`src/rtl/lut_ram_pkg.sv`:
```
// Shared types and helpers for the self-loading lookup RAM with auto-scan.
package lut_ram_pkg;

  localparam int RD_LAT_MAX = 2;

  typedef enum logic [1:0] {
    ST_INIT = 2'd0,
    ST_IDLE = 2'd1,
    ST_SCAN = 2'd2
  } state_t;

  // Default table entry: descending from DEPTH-1, masked to dw bits; wider words zero-extend.
  function automatic logic [31:0] init_val(input int idx, input int dw, input int aw);
    logic [31:0] full;
    full = 32'((1 << aw) - 1 - idx);
    if (dw < 32) full = full & ((32'd1 << dw) - 32'd1);
    return full;
  endfunction

endpackage

```
`src/rtl/lut_ram_rdpipe.sv`:
```
// Read-return delay line: carries {valid, last, addr, data} through LAT register stages.
module lut_ram_rdpipe #(
  parameter int DW  = 4,
  parameter int AW  = 4,
  parameter int LAT = 1
) (
  input  logic          clk,
  input  logic          rst,
  input  logic          i_valid,
  input  logic          i_last,
  input  logic [AW-1:0] i_addr,
  input  logic [DW-1:0] i_data,
  output logic          o_valid,
  output logic          o_last,
  output logic [AW-1:0] o_addr,
  output logic [DW-1:0] o_data,
  output logic          o_lastInFlight
);

  logic          r_valid [LAT];
  logic          r_last  [LAT];
  logic [AW-1:0] r_addr  [LAT];
  logic [DW-1:0] r_data  [LAT];

  // Address/data only advance with a valid beat, so the output holds its last value when idle.
  always_ff @(posedge clk) begin
    if (rst) begin
      for (int k = 0; k < LAT; k++) begin
        r_valid[k] <= 1'b0;
        r_last[k]  <= 1'b0;
        r_addr[k]  <= '0;
        r_data[k]  <= '0;
      end
    end else begin
      r_valid[0] <= i_valid;
      r_last[0]  <= i_valid & i_last;
      if (i_valid) begin
        r_addr[0] <= i_addr;
        r_data[0] <= i_data;
      end
      for (int k = 1; k < LAT; k++) begin
        r_valid[k] <= r_valid[k-1];
        r_last[k]  <= r_valid[k-1] & r_last[k-1];
        if (r_valid[k-1]) begin
          r_addr[k] <= r_addr[k-1];
          r_data[k] <= r_data[k-1];
        end
      end
    end
  end

  always_comb begin
    o_lastInFlight = 1'b0;
    for (int k = 0; k < LAT; k++) o_lastInFlight = o_lastInFlight | r_last[k];
  end

  assign o_valid = r_valid[LAT-1];
  assign o_last  = r_last[LAT-1];
  assign o_addr  = r_addr[LAT-1];
  assign o_data  = r_data[LAT-1];

endmodule

```
`src/rtl/lut_ram_scan.sv`:
```
// Single-port lookup RAM that self-loads a descending table after reset and can
// stream the whole table out in address order on request.
module lut_ram_scan
  import lut_ram_pkg::*;
#(
  parameter int DW     = 4,
  parameter int AW     = 4,
  parameter int RD_LAT = 1
) (
  input  logic          clk,
  input  logic          rst,
  input  logic          en,
  input  logic          we,
  input  logic [AW-1:0] address,
  input  logic [DW-1:0] din,
  input  logic          scan_start,
  output logic [DW-1:0] dout,
  output logic          dout_valid,
  output logic [AW-1:0] dout_addr,
  output logic          busy,
  output logic          scan_done
);

  localparam int          DEPTH   = 1 << AW;
  localparam logic [AW:0] PTR_END = (AW+1)'(DEPTH);
  localparam logic [AW:0] PTR_ONE = (AW+1)'(1);

  if (RD_LAT < 1 || RD_LAT > RD_LAT_MAX) begin : g_badLat
    $error("lut_ram_scan: RD_LAT must be 1 or 2");
  end

  state_t        r_state;
  logic [AW:0]   r_initPtr;
  logic [AW:0]   r_scanPtr;
  logic [DW-1:0] r_mem [DEPTH];

  logic          w_ready;
  logic          w_hostRead;
  logic          w_hostWrite;
  logic          w_rdValid;
  logic          w_rdLast;
  logic          w_lastInFlight;
  logic          w_memWe;
  logic [AW:0]   w_initNext;
  logic [AW:0]   w_scanNext;
  logic [AW-1:0] w_rdAddr;
  logic [AW-1:0] w_memAddr;
  logic [DW-1:0] w_rdData;
  logic [DW-1:0] w_memWdata;

  // Host traffic and scan requests are accepted only once the final scan beat has drained.
  assign w_ready     = (r_state == ST_IDLE) && !w_lastInFlight;
  assign w_hostRead  = w_ready && en && !we && !scan_start;
  assign w_hostWrite = w_ready && en && we && !scan_start;
  assign w_initNext  = r_initPtr + PTR_ONE;
  assign w_scanNext  = r_scanPtr + PTR_ONE;
  assign w_rdValid   = w_hostRead || (r_state == ST_SCAN);
  assign w_rdLast    = (r_state == ST_SCAN) && (w_scanNext == PTR_END);
  assign w_rdAddr    = (r_state == ST_SCAN) ? r_scanPtr[AW-1:0] : address;
  assign w_rdData    = r_mem[w_rdAddr];
  assign busy        = !w_ready;

  always_comb begin
    w_memWe    = 1'b0;
    w_memAddr  = address;
    w_memWdata = din;
    if (!rst) begin
      if (r_state == ST_INIT) begin
        w_memWe    = 1'b1;
        w_memAddr  = r_initPtr[AW-1:0];
        w_memWdata = DW'(init_val(int'(r_initPtr), DW, AW));
      end else if (w_hostWrite) begin
        w_memWe = 1'b1;
      end
    end
  end

  always_ff @(posedge clk) begin
    if (w_memWe) r_mem[w_memAddr] <= w_memWdata;
  end

  always_ff @(posedge clk) begin
    if (rst) begin
      r_state   <= ST_INIT;
      r_initPtr <= '0;
      r_scanPtr <= '0;
    end else begin
      case (r_state)
        ST_INIT: begin
          r_initPtr <= w_initNext;
          if (w_initNext == PTR_END) r_state <= ST_IDLE;
        end
        ST_IDLE: begin
          if (w_ready && scan_start) begin
            r_state   <= ST_SCAN;
            r_scanPtr <= '0;
          end
        end
        ST_SCAN: begin
          r_scanPtr <= w_scanNext;
          if (w_scanNext == PTR_END) r_state <= ST_IDLE;
        end
        default: r_state <= ST_INIT;
      endcase
    end
  end

  lut_ram_rdpipe #(
    .DW  (DW),
    .AW  (AW),
    .LAT (RD_LAT)
  ) u_rdpipe (
    .clk            (clk),
    .rst            (rst),
    .i_valid        (w_rdValid),
    .i_last         (w_rdLast),
    .i_addr         (w_rdAddr),
    .i_data         (w_rdData),
    .o_valid        (dout_valid),
    .o_last         (scan_done),
    .o_addr         (dout_addr),
    .o_data         (dout),
    .o_lastInFlight (w_lastInFlight)
  );

endmodule

```
`config.mk`:
```
export PLATFORM = sky130hd
export DESIGN_NAME = lut_ram_scan
export DESIGN_NICKNAME = d
export VERILOG_FILES = /design/src/rtl/lut_ram_pkg.sv /design/src/rtl/lut_ram_rdpipe.sv /design/src/rtl/lut_ram_scan.sv
export SDC_FILE = /design/constraint.sdc
export NUM_CORES = 1
export LEC_CHECK = 0
export BUFFER_PORTS_ARGS = -buffer_cell sky130_fd_sc_hd__buf_2
export CORE_UTILIZATION = 45
export DETAILED_ROUTE_END_ITERATION = 8
export SLEW_MARGIN = 10
export SYNTH_ARGS = -nofsm -noshare
export SYNTH_HDL_FRONTEND = slang
export SYNTH_SLANG_ARGS = --single-unit
```
`constraint.sdc`:
```
create_clock -name clk -period 2.3 [get_ports clk]
set_input_delay 0.115 -clock clk [delete_from_list [all_inputs] [get_ports clk]]
set_output_delay 0.115 -clock clk [all_outputs]
set_load 0.005 [all_outputs]
```
# Word level (Yosys, flattened, before mapping)
# Memory sizes are Yosys's and may differ from the RTL's.
# Cells that the tools add are included.
[word_totals] register_bits=12 ram_bits=74 input_bits=13 mem_count=5
[op_classes] addsub=3 n_eq_ne=7 muxes=30 bitwise=1 n_reduce_logical=21
[mem_list] name="r_mem" words=16 width=4 rd=1 rd_clocked_by_memory_dff=0 write_ports=1 line_no="lut_ram_scan.sv:35" rtl="logic [DW-1:0] r_mem [DEPTH];"
[mem_list] name="u_rdpipe.r_addr" words=1 width=4 rd=1 rd_clocked_by_memory_dff=0 write_ports=1 line_no="lut_ram_rdpipe.sv:22" rtl="logic [AW-1:0] r_addr [LAT];"
[mem_list] name="u_rdpipe.r_data" words=1 width=4 rd=1 rd_clocked_by_memory_dff=0 write_ports=1 line_no="lut_ram_rdpipe.sv:23" rtl="logic [DW-1:0] r_data [LAT];"
[mem_list] name="u_rdpipe.r_last" words=1 width=1 rd=1 rd_clocked_by_memory_dff=0 write_ports=1 line_no="lut_ram_rdpipe.sv:21" rtl="logic r_last [LAT];"
[mem_list] name="u_rdpipe.r_valid" words=1 width=1 rd=1 rd_clocked_by_memory_dff=0 write_ports=1 line_no="lut_ram_rdpipe.sv:20" rtl="logic r_valid [LAT];"
[op_table] cell="2-to-1 mux 4 bit" n=7
[op_table] cell="2-to-1 mux 1 bit" n=17
[op_table] cell="adder 5 x 1 -> 5 bit, second input constant" n=2
[op_table] cell="equality test 5 bit, second input constant" n=2
[op_table] cell="one-hot mux 5 bit (2 select lines)" n=1
[op_table] cell="logical AND 1 bit" n=8
[op_table] cell="OR reduction 4 bit" n=2
[op_table] cell="2-to-1 mux 2 bit" n=3
[op_table] cell="inequality test 2 x 1 -> 1 bit, second input constant" n=3
[op_table] cell="one-hot mux 2 bit (3 select lines)" n=1
[op_table] cell="2-to-1 mux 5 bit" n=1
[op_table] cell="zero test 1 bit" n=4
[op_table] cell="subtractor 4 bit, first input constant" n=1
[op_table] cell="AND reduction 3 bit" n=1
[op_table] cell="equality test 2 x 1 -> 1 bit, second input constant" n=1
[op_table] cell="equality test 2 bit, second input constant" n=1
[op_table] cell="zero test 2 bit" n=1
[op_table] cell="AND reduction 2 bit" n=1
[op_table] cell="nonzero test 2 bit" n=1
[op_table] cell="OR reduction 1 bit" n=2
[op_table] cell="AND 1 bit" n=1
[op_table] cell="logical OR 1 bit" n=1

# Longest topological paths before layout
# Gate-level depths: netlist (run 1).
[depth] ltp_word=11 mapped_depth=9 mapped_depth_nobuf=6

# Hierarchy
# Synthesis (run 1) repeated with hierarchy kept, for this count alone.
[hier_totals] hier_cells=291 hier_area_um2=3897.5
[by_module_without_submodules] module="lut_ram_scan" instances=1 cells_per_inst=267 area_per_inst_um2=3502.1 seq_area_each_um2=2162.1
[by_module_without_submodules] module="lut_ram_rdpipe" instances=1 cells_per_inst=24 area_per_inst_um2=395.4 seq_area_each_um2=280.3

# Worst setup path after synthesis (run 1)
# Ideal clock, no wire load.
[synth_path] path_type="flip-flop to flip-flop" startpoint="register r_state[0]" endpoint="memory r_mem[0][0] (data pin)" setup_ns=0.330 arrival_ns=1.646 slack_ns=0.324 stages_incl_launch_ff=5 synth_period_minus_slack_ns=1.976 path_cell_list="dfxtp_1 or3_1 clkbuf_1 buf_2 o21ai_0"
[synth_between] elab_chain_len=3
[synth_lines] element="from (decl)" line_no="lut_ram_scan.sv:32" rtl="state_t r_state;"
[synth_lines] element="from (signal assigned)" line_no="lut_ram_scan.sv:84" rtl="r_state <= ST_INIT;"
[synth_lines] element="from (signal assigned)" line_no="lut_ram_scan.sv:91" rtl="if (w_initNext == PTR_END) r_state <= ST_IDLE;"
[synth_lines] element="from (signal assigned)" line_no="lut_ram_scan.sv:95" rtl="r_state <= ST_SCAN;"
[synth_lines] element="zero test 2 bit" line_no="lut_ram_scan.sv:68" rtl="if (r_state == ST_INIT) begin"
[synth_lines] element="2-to-1 mux 4 bit" line_no="lut_ram_scan.sv:68"
[synth_lines] element="2-to-1 mux 4 bit" line_no="lut_ram_scan.sv:67" rtl="if (!rst) begin"
[synth_lines] element="net w_memWdata[0]" line_no="lut_ram_scan.sv:49" rtl="logic [DW-1:0] w_memWdata;"
[synth_lines] element="to (decl)" line_no="lut_ram_scan.sv:35"
# The timed path passes the listed nets, and every way through them passes these cells.

# Final worst setup path (run 1)
[layout_path] startpoint="register r_state[0]" endpoint="memory r_mem[9][3] (enable)"
[layout_between] elab_chain_len=10 word_cells_on_any_way=13 cone_classes="eq/ne (1); mux (7); reduce/logical (5)"
[layout_lines] element="equality test 2 x 1 -> 1 bit" line_no="lut_ram_scan.sv:52" rtl="assign w_ready = (r_state == ST_IDLE) && !w_lastInFlight;"
[layout_lines] element="logical AND 1 bit" line_no="lut_ram_scan.sv:52"
[layout_lines] element="logical AND 1 bit (3 in a row)" line_no="lut_ram_scan.sv:54" rtl="assign w_hostWrite = w_ready && en && we && !scan_start;"
[layout_lines] element="2-to-1 mux 1 bit" line_no="lut_ram_scan.sv:72" rtl="end else if (w_hostWrite) begin"
[layout_lines] element="2-to-1 mux 1 bit" line_no="lut_ram_scan.sv:68"
[layout_lines] element="2-to-1 mux 1 bit" line_no="lut_ram_scan.sv:67"
[layout_lines] element="2-to-1 mux 1 bit" line_no="lut_ram_scan.sv:79" rtl="if (w_memWe) r_mem[w_memAddr] <= w_memWdata;"
[layout_lines] element="2-to-1 mux 1 bit (not written as such)" line_no="lut_ram_scan.sv:79"
# Several ways; a longest one is shown, not always the timed one.

==> impl_metrics.ini, run 1 <==
[outcome]
status = finished, final reports clean

[clock_tree]
cts_buffer_depth = 2
clock_sinks = 86
holdBufCountCts = 0
clk_pin_slew_ns = 0.09
cts_root_buffer = clkbuf_8
insertion_delay_ns = 0.36
htree_num_levels = 3
cts_tree = yes
postCtsSetupBuffers = 0
cts_buffers = 9

[power_and_ir_drop]
p_per_area_nw_per_um2 = 595.6
total_power_mw = 3.044
max-vdd-ir-drop_uv = 313.4
p_leak_nw = 1.732

[floorplan]
fp.coreArea_um2 = 9774
die_area_um2 = 10510
initial_core_util_pct = 46.53
die_y_um = 102.5
die_w_um = 102.5
ioPinCount = 24
rows = 36

[setup_path]
crit_start = r_state[0]
slowest_delay_ns = 0.43
start_kind = flip-flop
path_delay_family = simple AND/OR/NAND/NOR gates
critPathKind = flip-flop to flip-flop
cp_data_required_time_ns = 2.33
cpMaxStageDelayCell = dfxtp_2
cp.buffers_inverters = 1
cp_cell_sequence = nor3b_4 > inv_2 > nor4_4 > a31o_2 > nand2b_1 > nor2_1
endpoint_kind = flip-flop
arrival_ns = 2.19
cp_max_fo = 9
reg2reg_from = r_state[0]

[timing]
max_slew.worst_pin.slew_ns = 0.5312
drv_slew = 0
hold_viol = 0
post-route-period-util_pct = 93.90
clock_skew_ns = 0.01457
rsz0062_at_grt = no
finalSetupViolations = 0
timing.fmax_mhz = 463.0
maxSlewHeadroom_pct = 64.11
whs_ns = 0.06366
finalCriticalPeriod_ns = 2.160

[synth]
synth_cell_type_count = 49
async_flop_share_pct = 0
synth_commonest_cells = nor2_1 (78), edfxtp_1 (72), mux2i_1 (57), a21oi_1 (21), nor3_1 (21)
synth_area_um2 = 4548
syn_area_per_cell_um2 = 11.15
synth_warnings = 0
synth-edff-count = 72
syn_nets = 424
ys.flop_type = edfxtp_1
synth_top_area_cell = edfxtp_1
synth_cells = 408
ys_seq_area_share_pct = 53.70
synth.most_common_cell = nor2_1
yosys-top-cells-area = edfxtp_1 (48%), mux2i_1 (13%), nor2_1 (6.4%)
ys_ff_latch = 86
yosysTopAreaCellShare_pct = 47.54

[detailed_routing]
viasPerCell = 5.561
drc = 0
drt_iter0_markers = 121
num_vias = 3192
ant_nets = 0
wl_per_cell_um = 18.02
totalWireLength_um = 10350
drt_pass1_iterations = 4

[grt]
grt_usage_pct = 21.31
grt_pass1_wl_um = 16390
grt_max_degree = 52
antenna_found_initial = 0
grt_pass1_vias = 3048
overflow = 0

[layout]
fin_area_um2 = 5111
num_antenna_cells = 0
utilization_pct = 52.29
syn2layout_area_growth_pct = 12.38
finalNetCount = 452
drive_above_1_share_pct = 19.05

[flow_run]
cap_violations = 0

[placement]
place_congestion = 0.7892
io_buffers = 23
dpl-instance-area_um2 = 4866
detailed_place_hpwl_um = 6933

[min_path]
hold_path_startpoint = scan_start
hp-class = input port to flip-flop
==> what timing repair did <==
| item | 4_1_cts | 5_1_grt |
|---|---|---|
| setup endpoints to repair | 14 | 67 |
| gates resized for setup | 1 | 15 |
| cloned | 0 | 0 |
==> power by group <==
group / leakage, nW / switching [mW] / internal [mW] / total (mW)
sequential: 0.772 / 0.0185 / 1.73 / 1.75
clock: 0.0958 / 0.537 / 0.490 / 1.03
combinational: 0.865 / 0.170 / 0.100 / 0.270
==> registers in the layout, indices dropped and copies added, names as in the netlist <==
signal / cells
u_rdpipe.r_last: 1
u_rdpipe.r_addr: 4
r_mem: 64
u_rdpipe.r_valid: 1
r_initPtr: 5
r_state: 2
u_rdpipe.r_data: 4
r_scanPtr: 5
==> area by class of cell <==
class	instances	area (um^2)
multi-input combinational	287	1972
inverter	8	30.03
fill	882	4663
tap	133	166.4
timing repair buffer	44	310.3
clock inverter	2	13.76
sequential	86	2445
clock buffer	14	173.9
==> kinds of logic (layout without fill, tap and decap cells) <==
logic type,after synthesis,count (layout),synth area share [%]
flip-flops,86,86,53.70
buffers and inverters,35,68,4.182
AND/OR/NAND/NOR,155,155,17.08
XOR/XNOR,4,4,0.7704
adder cells (fa/ha/maj),3,3,0.8254
multiplexers,57,57,12.54
AO/OA/AOI/OAI,68,68,10.89
==> routing by layer <==
metal,part of all wire [%],global-route usage (%)
met1,48,30.58
met2,45,31.23
met3,4.2,4.203
met4,2.6,9.670
met5,0,0
==> final timing paths <==
kind / endpoint / slack [ns] / cells after the start
setup / recovery: r_mem[9][3] / 0.14 / 6
hold / removal: r_state[1] / 0.06 / 3
setup reg to reg: r_mem[9][3] / 0.14 / 6
hold reg to reg: r_scanPtr[4] / 0.54 / 2
==> cell usage in the layout, fill, tap and decap left out, types with 2 or more instances in the layout <==
| cell type | netlist | routed |
|---|---|---|
| a211oi_1 | 8 | 8 |
| a21o_1 | 2 | 2 |
| a21oi_1 | 21 | 21 |
| a22oi_1 | 3 | 3 |
| a31oi_1 | 6 | 5 |
| a31oi_2 | 3 | 2 |
| a31oi_4 | 1 | 3 |
| a32o_1 | 4 | 4 |
| buf_12 | 0 | 3 |
| buf_2 | 14 | 23 |
| buf_4 | 5 | 18 |
| clkbuf_1 | 5 | 3 |
| clkbuf_8 | 0 | 10 |
| dfxtp_1 | 14 | 12 |
| dfxtp_2 | 0 | 2 |
| edfxtp_1 | 72 | 72 |
| ha_1 | 3 | 3 |
| inv_1 | 7 | 7 |
| mux2i_1 | 57 | 57 |
| nand2_1 | 18 | 18 |
| nand2b_1 | 4 | 3 |
| nand3b_1 | 2 | 2 |
| nand4_1 | 3 | 3 |
| nor2_1 | 78 | 68 |
| nor2_2 | 0 | 9 |
| nor2b_1 | 8 | 8 |
| nor3_1 | 21 | 21 |
| nor4_1 | 4 | 4 |
| o21ai_0 | 7 | 7 |
| o32a_1 | 8 | 8 |
| or3_1 | 4 | 4 |
| xnor2_1 | 3 | 3 |
==> worst reg2reg max path: stages (launching register included) <==
cell      delay, ns
dfxtp_2        0.43
nor3b_4        0.27
inv_2          0.10
nor4_4         0.25
a31o_2         0.20
nand2b_1       0.20
nor2_1         0.37
==> through the flow <==
step | TNS [ns] | worst slack, ns | std cells
2_1_floorplan | 0 | 0.3238 | 408
3_3_place_gp | 0 | 0.009299 | 558
3_5_place_dp | 0 | 0.001249 | 558
4_1_cts | -0.2682 | -0.02346 | 574
5_1_grt | 0 | 0.01257 | 574
6_report | 0 | 0.1403 | 574
(Power assumes the default switching activity.)
==> run 2, diff against run 1 <==
GPL_TIMING_DRIVEN = 0   (was default)
==> impl_metrics.ini, run 2 (same netlist as run 1, synthesis figures left out) <==
[layout]
syn2layout_area_growth_pct = 11.88
num_antenna_cells = 0
layout_commonest_cell = edfxtp_1
finalNetCount = 459
regMostFlops = r_mem
layout_common_cells = edfxtp_1 (72), nor2_1 (65), mux2i_1 (57)
drive_above_1_share_pct = 19.64
largest_reg_flops = 64
top_regs = r_mem x64, r_initPtr x5, r_scanPtr x5
fin_area_um2 = 5089

[flow_run]
cap_violations = 0

[setup_path]
critPathKind = flip-flop to flip-flop
endpoint_kind = flip-flop
cp_cell_sequence = buf_6 > nor3b_4 > inv_2 > nor4_4 > a31o_2 > nand2_1 > nor2_1
cpMaxStageDelayCell = dfxtp_1
r2r_slack_ns = 0.07
cp_data_required_time_ns = 2.33
cp.buffers_inverters = 2
reg2reg_to = r_mem[4][0]
arrival_ns = 2.26
reg2reg_from = r_state[0]
start_kind = flip-flop
slowest_delay_ns = 0.36
r2r_cells = 7
path_delay_family = simple AND/OR/NAND/NOR gates
cp_max_fo = 10

[detailed_routing]
ant_nets = 0
wl_per_cell_um = 19.06
drt_pass1_iterations = 5
totalWireLength_um = 11070
drc = 0
viasPerCell = 5.676
num_vias = 3298
drt_iter0_markers = 221

[placement]
dp_slack_ns = -0.01841
io_buffers = 23
dpl-instance-area_um2 = 4852
place_congestion = 0.8273
detailed_place_hpwl_um = 7974

[clock_tree]
cts_root_buffer = clkbuf_8
clk_pin_slew_ns = 0.08
ctsResizeCount = 2
cts_tree = yes
cts_buffer_depth = 2
holdBufCountCts = 0
cts_buffers = 9
clock_sinks = 86
insertion_delay_ns = 0.37
htree_num_levels = 3
postCtsSetupBuffers = 0

[timing]
maxSlewHeadroom_pct = 45.10
finalSetupViolations = 0
fin_tns_setup_ns = 0
drv_slew = 0
max_slew.worst_pin.slew_ns = 0.8234
finalCriticalPeriod_ns = 2.231
hold_viol = 0
timing.fmax_mhz = 448.3
whs_ns = 0.07182
clock_skew_ns = 0.008170
rsz0062_at_grt = yes
post-route-period-util_pct = 96.98
fin_ws_ns = 0.06943

[power_and_ir_drop]
p_per_area_nw_per_um2 = 595.4
total_power_mw = 3.030
p_leak_nw = 1.739
max-vdd-ir-drop_uv = 328.8

[grt]
grt_usage_pct = 22.63
grt_pass1_vias = 3049
antenna_found_initial = 0
grt_max_degree = 17
overflow = 0
grt_pass1_wl_um = 17030

[floorplan]
ioPinCount = 24
die_y_um = 102.5
initial_core_util_pct = 46.53
fp.coreArea_um2 = 9774
die_w_um = 102.5
rows = 36
die_area_um2 = 10510

[min_path]
whs_path_depth = 3
min_delay_worst_endpoint = r_state[1]
hold_path_startpoint = scan_start
hp-class = input port to flip-flop

[outcome]
status = finished, final reports clean
run 2: changes by cell type in the layout (fill, tap and decap cells not counted), moves of 3 or more:
cell and delta:
buf_2 +13, buf_4 -12, clkbuf_1 +5, buf_6 +4, buf_12 -3, nor2_1 -3
o21ai_0 -3
run 2: how the worst max path moves through the flow:
stage / start / end / slack [ns] / depth (start not counted)
global route: r_state[0] / r_mem[4][0] / -0.03 / 7
floorplan: r_state[0] / r_mem[0][0] / 0.32 / 4
CTS: r_state[0] / r_mem[11][1] / -0.01 / 7
detailed placement: r_scanPtr[0] / u_rdpipe.r_data[0][1] / -0.02 / 8
finish: r_state[0] / r_mem[4][0] / 0.07 / 7
global placement: r_state[0] / r_mem[10][0] / -0.81 / 4
run 2: routing by layer:
layer	global-route usage (%)	share of wire [%]
met5	0	0
met1	32.63	48
met4	10.88	2.4
met3	3.593	4.6
met2	33.28	45
run 2: report_power, final:
part           switching, mW  leakage (nW)  total (mW)  internal [mW]
combinational          0.174         0.876       0.262         0.0877
clock                  0.520        0.0920        1.02          0.500
sequential            0.0187         0.771        1.75           1.73
run 2: cell type report:
class	count	area, um^2
tap	133	166.4
clock inverter	4	47.55
inverter	8	30.03
sequential	86	2442
clock buffer	12	135.1
buffer	26	155.1
multi-input combinational	287	1978
fill	879	4686
timing repair buffer	25	133.9
run 2: worst register-to-register path, cell delays in order, from the launching register on:
cell and delay (ns):
dfxtp_1 0.36, buf_6 0.16, nor3b_4 0.26, inv_2 0.10
nor4_4 0.25, a31o_2 0.21, nand2_1 0.20, nor2_1 0.36
run 2: through the flow:
| stage | utilization (%) | cells |
|---|---|---|
| 6_report | 52.06 | 581 |
| 3_5_place_dp | 49.64 | 566 |
| 5_1_grt | 52.06 | 581 |
| 2_1_floorplan | - | 408 |
| 4_1_cts | 51.59 | 582 |
| 3_3_place_gp | 49.41 | 564 |
==> run 3, diff against run 2 <==
CORE_ASPECT_RATIO = 1.2   (was default)
==> impl_metrics.ini, run 3 (same netlist as run 1, synthesis figures left out) <==
[min_path]
hp-class = input port to flip-flop
min_delay_worst_endpoint = r_state[1]
whs_path_depth = 3
hold_path_startpoint = scan_start

[detailed_routing]
num_vias = 3316
wl_per_cell_um = 19.67
viasPerCell = 5.797
ant_nets = 0
drt_iter0_markers = 191
totalWireLength_um = 11250
drc = 0
drt_pass1_iterations = 4

[clock_tree]
clk_pin_slew_ns = 0.06
cts_tree = yes
cts_buffers = 9
htree_num_levels = 3
postCtsSetupBuffers = 0
clock_sinks = 86
cts_root_buffer = clkbuf_16
cts_buffer_depth = 2
insertion_delay_ns = 0.33

[setup_path]
cp_max_fo = 10
r2r_cells = 7
reg2reg_to = r_mem[3][1]
r2r_slack_ns = 0.02
cp_cell_sequence = buf_6 > nor3b_4 > inv_2 > nor4_4 > a22oi_1 > or2_1 > nor2_1
cpMaxStageDelayCell = nor2_1
cp.buffers_inverters = 2
reg2reg_from = r_state[0]
slowest_delay_ns = 0.36
critPathKind = flip-flop to flip-flop
path_delay_family = simple AND/OR/NAND/NOR gates
cp_data_required_time_ns = 2.29
arrival_ns = 2.27
crit_start = r_state[0]
endpoint_kind = flip-flop
start_kind = flip-flop

[floorplan]
rows = 39
ioPinCount = 24
die_area_um2 = 10520
fp.coreArea_um2 = 9662
die_w_um = 93.78
die_y_um = 112.1
initial_core_util_pct = 47.07

[outcome]
status = finished, final reports clean

[grt]
grt_pass1_wl_um = 17400
grtUsageMet1_pct = 30.01
antenna_found_initial = 0
grt_use_met2_pct = 36.55
overflow = 0
grt_pass1_vias = 3291
grt.met3_usage_pct = 3.862
grt_usage_pct = 22.51
busiest_layer = met2
grt_max_degree = 17

[layout]
largest_reg_flops = 64
drive_above_1_share_pct = 17.37
utilization_pct = 53.13
num_antenna_cells = 0
finalNetCount = 460
layout_common_cells = nor2_1 (74), edfxtp_1 (72), mux2i_1 (57)
syn2layout_area_growth_pct = 12.87
fill_cells = 865
layout_commonest_cell = nor2_1
top_regs = r_mem x64, r_initPtr x5, r_scanPtr x5
regMostFlops = r_mem

[timing]
rsz0062_at_grt = yes
post-route-period-util_pct = 98.92
drv_slew = 0
finalSetupViolations = 0
fin_tns_setup_ns = 0
timing.fmax_mhz = 439.5
finalCriticalPeriod_ns = 2.275
hold_viol = 0
clock_skew_ns = 0.005484
max_slew.worst_pin.slew_ns = 0.7472
maxSlewHeadroom_pct = 50.18

[placement]
detailed_place_hpwl_um = 7985
place_congestion = 0.7899
io_buffers = 23

[power_and_ir_drop]
max-vdd-ir-drop_uv = 439.2
p_per_area_nw_per_um2 = 662.1
p_leak_nw = 1.786

[flow_run]
cap_violations = 0
[run 3: metal layers]
metal  vias up  routed length [um]
met5         -                   0
met4         0                 266
met3        18                 595
met2       105                5359
met1      1609                5029
li1       1584                   -
[run 3: final cells by class]
cell class                      instances  area, um^2  area share, %
Clock inverter                          5       50.05         0.9749
Multi-Input combinational cell        287        1934          37.68
Tap cell                              123       153.9          2.998
Clock buffer                           11       232.7          4.533
Buffer                                 27       160.2          3.120
Inverter                                8       30.03         0.5849
Timing Repair Buffer                   25       130.1          2.535
Sequential cell                        86        2442          47.57
[run 3: where the power goes]
part	internal (mW)	switching, mW	total, mW
registers	1.73	0.0186	1.75
clock network	0.833	0.561	1.39
logic	0.0852	0.169	0.254
total	2.65	0.749	3.40
[run 3: what timing repair did]
action,4_1_cts,5_1_grt
resized for setup,1,4
setup endpoints to repair,4,40
hold buffers,0,0
[run 3: how the worst max path moves through the flow]
stage / end / slack (ns) / cells after the start
detailed placement: r_mem[7][2] / -0.02 / 6
finish: r_mem[3][1] / 0.02 / 7
global placement: r_mem[1][0] / -0.83 / 4
global route: r_mem[2][0] / -0.07 / 7
floorplan: r_mem[0][0] / 0.32 / 4
CTS: r_mem[3][1] / 0.02 / 7
[run 3: tightest hold or removal path, cell delays in order]
cell and delay [ns]:
buf_2 0.11, a22oi_1 0.08, nor2_1 0.08
[run 3: metrics by stage]
| stage | instance area, um^2 | total power [mW] | cells | setup WS [ns] | hold slack [ns] |
|---|---|---|---|---|---|
| 6_report | 5134 | 3.399 | 572 | 0.02483 | 0.09231 |
| 5_1_grt | 5134 | 3.500 | 572 | -0.07290 | 0.1455 |
| 4_1_cts | 5121 | 3.408 | 572 | 0.02339 | 0.08772 |
| 3_5_place_dp | 4836 | 2.035 | 556 | -0.02179 | 0.4257 |
| 3_3_place_gp | 4817 | 2.024 | 554 | -0.8307 | 0.4276 |
| 2_1_floorplan | 4548 | 1.934 | 408 | 0.3238 | 0.2764 |
